===== config.mk =====
export PLATFORM = sky130hd
export DESIGN_NAME = iobuf_bus_sequencer
export DESIGN_NICKNAME = d
export VERILOG_FILES = /design/src/rtl/iobuf_bus_sequencer.sv
export SDC_FILE = /design/constraint.sdc
export NUM_CORES = 1
export LEC_CHECK = 0
export BUFFER_PORTS_ARGS = -buffer_cell sky130_fd_sc_hd__buf_2
export CORE_AREA = 2 2 60 84
export DETAILED_ROUTE_END_ITERATION = 6
export DIE_AREA = 0 0 62 86
export PLACE_DENSITY = 0.67
export RECOVER_POWER = 100
export SYNTH_ARGS = -nofsm -noshare
export SYNTH_HDL_FRONTEND = slang
export SYNTH_SLANG_ARGS = --single-unit

===== constraint.sdc =====
create_clock -name clk -period 5.16 [get_ports clk]
set_clock_uncertainty 0.1 [all_clocks]
set_input_delay 0.516 -clock clk [delete_from_list [all_inputs] [get_ports clk]]
set_output_delay 0.516 -clock clk [all_outputs]
set_load 0.05 [all_outputs]

===== src/rtl/iobuf_bus_sequencer.sv =====
// iobuf_bus_sequencer
// Logic-side controller for a bidirectional pad bus made of per-bit tri-state
// IO buffers. Converts single read/write requests into bus cycles, inserts
// released-bus turnaround gaps on direction changes, and synchronises the
// asynchronous pad readback before it is ever used.
module iobuf_bus_sequencer #(
   parameter int WIDTH        = 8,
   parameter int TURN_CYCLES  = 2,
   parameter int DRIVE_CYCLES = 2,
   parameter int SYNC_STAGES  = 2
) (
   input  logic             clk,
   input  logic             rst_n,
   input  logic             req_valid,
   output logic             req_ready,
   input  logic             req_write,
   input  logic [WIDTH-1:0] req_wdata,
   output logic             rsp_valid,
   output logic [WIDTH-1:0] rsp_rdata,
   output logic [WIDTH-1:0] pad_i,
   output logic             pad_t,
   input  logic [WIDTH-1:0] pad_o
);

   localparam int MAX_TD  = (TURN_CYCLES > DRIVE_CYCLES) ? TURN_CYCLES : DRIVE_CYCLES;
   localparam int MAX_CNT = (MAX_TD > SYNC_STAGES) ? MAX_TD : SYNC_STAGES;
   localparam int CNT_W   = $clog2(MAX_CNT + 1);

   localparam logic [CNT_W-1:0] TURN_LOAD  = CNT_W'(TURN_CYCLES);
   localparam logic [CNT_W-1:0] DRIVE_LOAD = CNT_W'(DRIVE_CYCLES);
   localparam logic [CNT_W-1:0] SYNC_LOAD  = CNT_W'(SYNC_STAGES);
   localparam logic [CNT_W-1:0] CNT_ONE    = CNT_W'(1);

   typedef enum logic [2:0] {
      S_IDLE,
      S_TURN,
      S_DRIVE,
      S_SAMPLE,
      S_RESP
   } state_t;

   // dir: 1 = this end is driving the bus, 0 = bus released
   state_t             state_q,     state_d;
   logic               dir_q,       dir_d;
   logic [CNT_W-1:0]   cnt_q,       cnt_d;
   logic               write_q,     write_d;
   logic [WIDTH-1:0]   wdata_q,     wdata_d;
   logic [WIDTH-1:0]   pad_i_q,     pad_i_d;
   logic               pad_t_q,     pad_t_d;
   logic               req_ready_q, req_ready_d;
   logic               rsp_valid_q, rsp_valid_d;
   logic [WIDTH-1:0]   rsp_rdata_q, rsp_rdata_d;
   logic [WIDTH-1:0]   sync_q [SYNC_STAGES];
   logic [WIDTH-1:0]   sync_d [SYNC_STAGES];

   assign req_ready = req_ready_q;
   assign rsp_valid = rsp_valid_q;
   assign rsp_rdata = rsp_rdata_q;
   assign pad_i     = pad_i_q;
   assign pad_t     = pad_t_q;

   // Shift chain for the asynchronous pad readback
   always_comb begin
      sync_d[0] = pad_o;
      for (int i = 1; i < SYNC_STAGES; i++) begin
         sync_d[i] = sync_q[i-1];
      end
   end

   // Sequencer next-state: accept, turnaround, drive hold, sample wait, response
   always_comb begin
      state_d     = state_q;
      dir_d       = dir_q;
      cnt_d       = cnt_q;
      write_d     = write_q;
      wdata_d     = wdata_q;
      pad_i_d     = pad_i_q;
      pad_t_d     = pad_t_q;
      req_ready_d = req_ready_q;
      rsp_valid_d = 1'b0;
      rsp_rdata_d = rsp_rdata_q;

      case (state_q)
         S_IDLE: begin
            if (req_valid && req_ready_q) begin
               req_ready_d = 1'b0;
               write_d     = req_write;
               wdata_d     = req_wdata;
               if (req_write) begin
                  if (dir_q) begin
                     // Already driving: new data goes straight onto the bus
                     pad_i_d = req_wdata;
                     state_d = S_DRIVE;
                     cnt_d   = DRIVE_LOAD;
                  end else begin
                     // Let the far end get off the bus before we drive
                     state_d = S_TURN;
                     cnt_d   = TURN_LOAD;
                  end
               end else begin
                  if (dir_q) begin
                     // Release immediately, then wait out the turnaround
                     pad_t_d = 1'b1;
                     dir_d   = 1'b0;
                     state_d = S_TURN;
                     cnt_d   = TURN_LOAD;
                  end else begin
                     state_d = S_SAMPLE;
                     cnt_d   = SYNC_LOAD;
                  end
               end
            end
         end

         S_TURN: begin
            if (cnt_q > CNT_ONE) begin
               cnt_d = cnt_q - CNT_ONE;
            end else if (write_q) begin
               pad_i_d = wdata_q;
               pad_t_d = 1'b0;
               dir_d   = 1'b1;
               state_d = S_DRIVE;
               cnt_d   = DRIVE_LOAD;
            end else begin
               state_d = S_SAMPLE;
               cnt_d   = SYNC_LOAD;
            end
         end

         S_DRIVE: begin
            if (cnt_q > CNT_ONE) begin
               cnt_d = cnt_q - CNT_ONE;
            end else begin
               state_d     = S_RESP;
               rsp_valid_d = 1'b1;
               rsp_rdata_d = '0;
            end
         end

         S_SAMPLE: begin
            if (cnt_q > CNT_ONE) begin
               cnt_d = cnt_q - CNT_ONE;
            end else begin
               state_d     = S_RESP;
               rsp_valid_d = 1'b1;
               rsp_rdata_d = sync_q[SYNC_STAGES-1];
            end
         end

         S_RESP: begin
            state_d     = S_IDLE;
            req_ready_d = 1'b1;
         end

         default: begin
            state_d     = S_IDLE;
            req_ready_d = 1'b1;
         end
      endcase
   end

   // State and output registers; reset releases the bus at once
   always_ff @(posedge clk or negedge rst_n) begin
      if (!rst_n) begin
         state_q     <= S_IDLE;
         dir_q       <= 1'b0;
         cnt_q       <= '0;
         write_q     <= 1'b0;
         wdata_q     <= '0;
         pad_i_q     <= '0;
         pad_t_q     <= 1'b1;
         req_ready_q <= 1'b1;
         rsp_valid_q <= 1'b0;
         rsp_rdata_q <= '0;
      end else begin
         state_q     <= state_d;
         dir_q       <= dir_d;
         cnt_q       <= cnt_d;
         write_q     <= write_d;
         wdata_q     <= wdata_d;
         pad_i_q     <= pad_i_d;
         pad_t_q     <= pad_t_d;
         req_ready_q <= req_ready_d;
         rsp_valid_q <= rsp_valid_d;
         rsp_rdata_q <= rsp_rdata_d;
      end
   end

   // pad_o synchroniser flops
   always_ff @(posedge clk or negedge rst_n) begin
      if (!rst_n) begin
         for (int i = 0; i < SYNC_STAGES; i++) begin
            sync_q[i] <= '0;
         end
      end else begin
         for (int i = 0; i < SYNC_STAGES; i++) begin
            sync_q[i] <= sync_d[i];
         end
      end
   end

endmodule


==> metrics, run 1 <==
die area=5330 µm²; Cell variety after synth=29; first-pass GRT wire length=5.86 mm; setup TNS=0 ns; post-route cell area=2240 µm²; minimum clock period=2.71 ns; Cell Chain, Critical Path=nor3b_1 -> mux2_2 -> mux2_2; Congestion Overflow GR=0; VDD IR-drop max=0.000275 V; Cells after Synth=150; Crit path largest cell delay=1.12 ns; Die Span Y=between 80 and 90 µm; TritonRoute pass-1 iters=4; most frequent cell after synthesis=dfrtp_1; failing checks=capacitance limit, slew limit; Sw Ratio=~23%; Power Dens Cells=293 nW/µm²; initial antenna violation count=0; Sequential Power Share=60.8%; Netlist Area Pre-Place=roughly 2000 µm²; drt wl/cell=13.2 µm; final setup violation count=0; area share of the largest cell type after synthesis=60.3%; Routed Antenna Nets=0; hold_ws=0.208 ns; synthesized area per cell=13.3 µm²; root buffer cell=clkbuf_8; combinational share of power=around 2.8%; hold buffer count at cts=0; vias in the first global route=1201; # clock sinks=50; cell leakage power=roughly 0.0011 µW; MaxCap Viol Count=1; clk_lat worst skew=about 0.30 ns; fraction of layout cells with a size suffix above 1=23.8%; post-CTS setup buffers=0; top post-synthesis cells by count=dfrtp_1 (48), nand2_1 (20), mux2_2 (16); most used cell, CP=mux2_2; Initial DRC Count=39; Hold Vio Cnt, Final=0; WHS Path Cells=1; reg-to-reg endpoint=pad_i[5]; vias=between 1k and 1.5k; startpoint types=register; commonest register cell after synthesis=dfrtp_1; status=complete, but fails checks; unrepaired setup endpoints after global routing=false; Seq. cell area=1250 µm²; Seq/Total Area, Yosys=a little over three fifths; largest net degree at the start of global routing=slightly above 50; Seq cells post-synth=50; cell-internal power=506 µW; ys async rst share=100%; Post-synth EDFFs=0; post-cts sizing count=0; worst hold path endpoint=sync_d[1]; Detailed Place HPWL=2.35 mm; Core Rows=29; Required @ worst endpoint=5.25 ns; max frequency=369 MHz; clock share of power=36.3%; flop2flop setup slack=between 2 and 2.5 ns; I/O Buffers=38; Initial Utilization=a little over two fifths; die width=slightly above 60 µm; critical path's slowest cell=nor3b_1; via density per instance=4.80; syn_nets=174; DP Area=~2200 µm²; crit path kind=register to register; Ys Warns=0; crit path max fanout=19; final worst-path cycle share=52.6%; crit end category=register; GPL Wtd Cong=0.844; HP Start=pad_o[1]; switching pwr=150 µW; Slew @ Worst Pin=about 2.5 ns; nets=212; Num CTS Buffers=5; number of top-level pins=39; largest area contributor in the netlist=dfrtp_1; Layout Area Growth over Synthesis=12.6%; Tot GR Track Use=14.9%; reg2reg start=state_q[0]; HP Class=input pin to register; clock slew at reported path FFs=0.10 ns; Core ar.=4540 µm²; final wirelength=between 3 and 4 mm; synth top area cells=dfrtp_1 (60%), mux2_2 (9.0%), mux2_4 (6.8%); fin. max-slew vios=51; Slew headroom=-67.8%; DRC=0; multi-input combinational cell area=633 µm²; CP arrival=2.81 ns; H-tree lvl count=2; CTS tree=yes; antenna fix cells=0; reg2reg path depth=3; Max clock buf depth=2; Fillers=424
final cells by class:
class | count | share of cell area, %
multi-input combinational | 88 | 28.2
inverter | 5 | 0.837
timing repair buffer | 38 | 7.36
clock inverter | 3 | 1.17
sequential | 50 | 55.9
clock buffer | 5 | 3.07
tap | 62 | 3.46
through the flow:
stage          cells  util (%)  worst slack [ns]  total power (µW)
6_report         251      49.5              2.45               657
5_1_grt          251      49.5              2.02               690
4_1_cts          251      51.0              2.88               668
3_5_place_dp     243      48.9              2.90               428
3_3_place_gp     243      48.9              2.99               426
2_1_floorplan    150         -              3.23               410
critical path: cells and delay by family, from the launching register on:
| family | cells | cell delay, ns |
|---|---|---|
| and+or+nand+nor | 1 | 1.12 |
| muxes | 2 | 0.69 |
| DFF | 1 | 0.69 |
cells in the final DEF, fill, tap and decap left out:
master and n:
a21boi_0 1, a21oi_1 8, a22o_1 1, and3_1 1
buf_2 18, clkbuf_1 20, clkbuf_8 5, dfrtp_1 48
dfstp_2 2, ha_1 4, inv_1 5, inv_6 3
mux2_1 9, mux2_2 16, mux2i_1 1, nand2_1 20
nand2b_1 1, nand3_1 1, nand3b_1 2, nor2_1 5
nor3_1 1, nor3b_1 1, nor4_1 1, o21a_1 1
o21ai_0 9, o21ai_2 1, o22a_1 1, o22ai_1 1
or3_1 1, or4_1 1
power groups by stage:
stage	Sequential [µW]	Combinational, µW	Clock [µW]
floorplan	407	3.66	0
finish	399	18.7	238
detailed placement	407	20.3	0
global route	400	22.1	267
global placement	407	18.7	0
CTS	400	20.2	248
cells by family after synthesis:
kind of cell,count (synthesis),synth area share (%)
flip-flops,50,62.9
AND/OR/NAND/NOR,35,8.41
multiplexers,26,16.3
AO/OA/AOI/OAI,23,6.65
buffers and inverters,12,3.20
adder cells (fa/ha/maj),4,2.51
flip-flops by register name, indices dropped and copies added, names as in the netlist:
| name | count |
|---|---|
| sync_q | 8 |
| rsp_rdata | 8 |
| state_q | 3 |
| pad_t | 1 |
| rsp_valid | 1 |
| pad_i | 8 |
| wdata_q | 8 |
| write_q | 1 |
| req_ready | 1 |
| sync_d | 8 |
| dir_q | 1 |
| cnt_q | 2 |
how the worst max path moves through the flow:
stage / from / endpoint / cells past startpoint
finish: state_q[0] / pad_i[5] / 3
global route: rst_n / wdata_q[3] / 1
CTS: state_q[0] / pad_i[5] / 3
detailed placement: state_q[0] / pad_i[5] / 3
global placement: state_q[0] / pad_i[6] / 3
floorplan: cnt_q[1] / pad_i[0] / 7
per-layer routing:
metal,vias to the layer above,share of wire (%),GRT usage [%]
li1,585,-,-
met5,-,0,0
met2,34,54,22.9
met1,581,39,19.9
met3,4,5.1,3.77
met4,0,1.6,5.80
Power figures use the tool's default switching activity.
==> inputs of run 2 (changes only) <==
ABC_AREA = 1   (was not set)
CORE_AREA = 2 2 62 87   (was 2 2 60 84)
DIE_AREA = 0 0 64 89   (was 0 0 62 86)
PLACE_DENSITY = 0.66   (was 0.67)
clock period = 2.6 ns   (was 5.16 ns; I/O delays follow)
==> metrics, run 2 <==
Die Span Y=89 µm; Ys Warns=0; Netlist Area Pre-Place=2120 µm²; minimum clock period=just over 2 ns; die width=between 60 and 70 µm; fin. max-slew vios=0; critical path's slowest cell=nand4_1; syn_nets=244; TritonRoute pass-1 iters=4; cell leakage power=0.00129 µW; Routed Antenna Nets=0; Core ar.=4840 µm²; unrepaired setup endpoints after global routing=false; CP top delay family=simple AND/OR/NAND/NOR gates; Max Used Layer=met4; commonest register cell after synthesis=dfrtp_1; Layout Area Growth over Synthesis=17.1%; startpoint types=register; final setup violation count=0; Detailed Place HPWL=2.84 mm; crit path max fanout=19; H-tree lvl count=2; Hold Vio Cnt, Final=0; final wirelength=3.95 mm; Power Dens Cells=approximately 1300 nW/µm²; CTS tree=yes; Slew @ Worst Pin=between 0.8 and 0.9 ns; HP Class=input pin to register; Post-synth EDFFs=0; area share of the largest cell type after synthesis=approximately 57%; commonest non-fill, non-tap cell in the layout=nand2_1; most frequent cells in the layout=nand2_1 (59), dfrtp_1 (48), nand3_1 (24); synthesized area per cell=9.65 µm²; WL met1=1.68 mm; Tot GR Track Use=about 15%; Fillers=between 400 and 500; via density per instance=approximately 4.7; status=finished, final reports clean; vias in the first global route=about 1.5k; GPL Wtd Cong=0.835; met3 WL post-DR=108 µm; clock slew at reported path FFs=0.10 ns; Initial DRC Count=71; Required @ worst endpoint=2.71 ns; top post-synthesis cells by count=nand2_1 (59), dfrtp_1 (48), nand3_1 (23); clk_lat worst skew=0.30 ns; stages on the worst setup path=3; setup TNS=0 ns; Max clock buf depth=2; Cell Chain, Critical Path=inv_2 -> nand4_1 -> o21ai_0; crit end category=register; synth top area cells=dfrtp_1 (57%), nand2_1 (10%), nand3_1 (5.4%); Num CTS Buffers=5; largest area contributor in the netlist=dfrtp_1; VDD IR-drop max=0.000414 V; Seq cells post-synth=50; drt wl/cell=around 12 µm; Core Rows=30; I/O Buffers=38; number of top-level pins=39; reg2reg path depth=3; Initial Utilization=43.9%; CP Buf/Inv Count=1; Seq/Total Area, Yosys=59.0%; multi-input combinational cell area=704 µm²; initial antenna violation count=0; most frequent cell after synthesis=nand2_1; DP Area=2360 µm²; first-pass GRT wire length=6.79 mm; Crit path largest cell delay=between 0.6 and 0.7 ns; routed length on met2=2.08 mm; crit path kind=register to register; die area=roughly 5700 µm²; fraction of layout cells with a size suffix above 1=15.9%; CP arrival=2.14 ns; Seq. cell area=1250 µm²; root buffer cell=clkbuf_8; Slew headroom=44.1%; largest net degree at the start of global routing=22; nets=294; max frequency=492 MHz; post-route cell area=2490 µm²; antenna fix cells=0; Cells after Synth=220; MaxCap Viol Count=0; Cell variety after synth=24; Congestion Overflow GR=0; post-CTS setup buffers=0; DRC=0; WHS Path Cells=3; # clock sinks=50; ys async rst share=100%; final worst-path cycle share=78.1%; vias=1572
-- run 2: cell types whose count changed in the layout (fill, tap and decap cells not counted), sizes merged, moves of 4 or more --
cell         change
clkbuf           +4
dlygate4sd3      +9
inv             +16
mux2            -25
nand2           +42
nand3           +23
nor2            +11
o21ai           +13
-- run 2: kinds of logic (layout without fill, tap and decap cells) --
kind of cell	Yosys count	in the layout	synth area share (%)
AOI/OAI and AO/OA	32	32	9.31
adders and majority gates	4	4	2.36
DFF	50	50	59.0
buffers and inverters	29	80	6.72
and+or+nand+nor	105	105	22.6
-- run 2: final timing paths --
| kind | from | endpoint | slack (ns) |
|---|---|---|---|
| min in group asynchronous | rst_n | sync_d[4] | 0.43 |
| worst max register to register | state_q[0] | write_q | 0.57 |
| worst min-delay path | req_wdata[2] | wdata_q[2] | 0.10 |
| worst min register to register | sync_d[5] | sync_q[5] | 0.26 |
| max in group asynchronous | rst_n | state_q[0] | 0.77 |
| worst max-delay path | state_q[0] | write_q | 0.57 |
-- run 2: layout make-up --
| type | count | area share [%] |
|---|---|---|
| Sequential cell | 50 | 50.4 |
| Multi-Input combinational cell | 141 | 28.3 |
| Timing Repair Buffer | 50 | 10.8 |
| Inverter | 22 | 3.32 |
| Tap cell | 64 | 3.22 |
| Clock buffer | 5 | 2.77 |
| Clock inverter | 3 | 1.16 |
-- run 2: worst register-to-register path: stages (launching register included) --
cell and delay (ns):
dfrtp_1 0.59, inv_2 0.20, nand4_1 0.65, o21ai_0 0.40
-- run 2: what timing repair did --
action                     CTS  global route
setup endpoints to repair    0             0
resized for setup            0             0
hold endpoints to repair    21             0
hold buffers                 9             0
-- run 2: where the power goes --
part | switching [µW] | internal [µW]
sequential | 168 | 1030
combinational | 1100 | 366
clock | 279 | 201
total | 1550 | 1590
-- run 2: through the flow --
stage	worst slack [ns]	util (%)	instances	hold slack [ns]	total power [µW]
2_1_floorplan	1.11	-	220	-0.136	2470
3_3_place_gp	0.779	48.7	318	0.0685	2740
3_5_place_dp	0.775	48.7	318	0.0756	2760
4_1_cts	0.764	52.5	335	0.108	3250
5_1_grt	0.330	51.3	335	0.121	3410
6_report	0.569	51.3	335	0.104	3140
-- run 2: routing by layer --
layer / GRT usage, % / vias up
met5: 0 / -
li1: - / 803
met4: 7.11 / 0
met3: 2.77 / 6
met2: 26.9 / 27
met1: 18.8 / 736
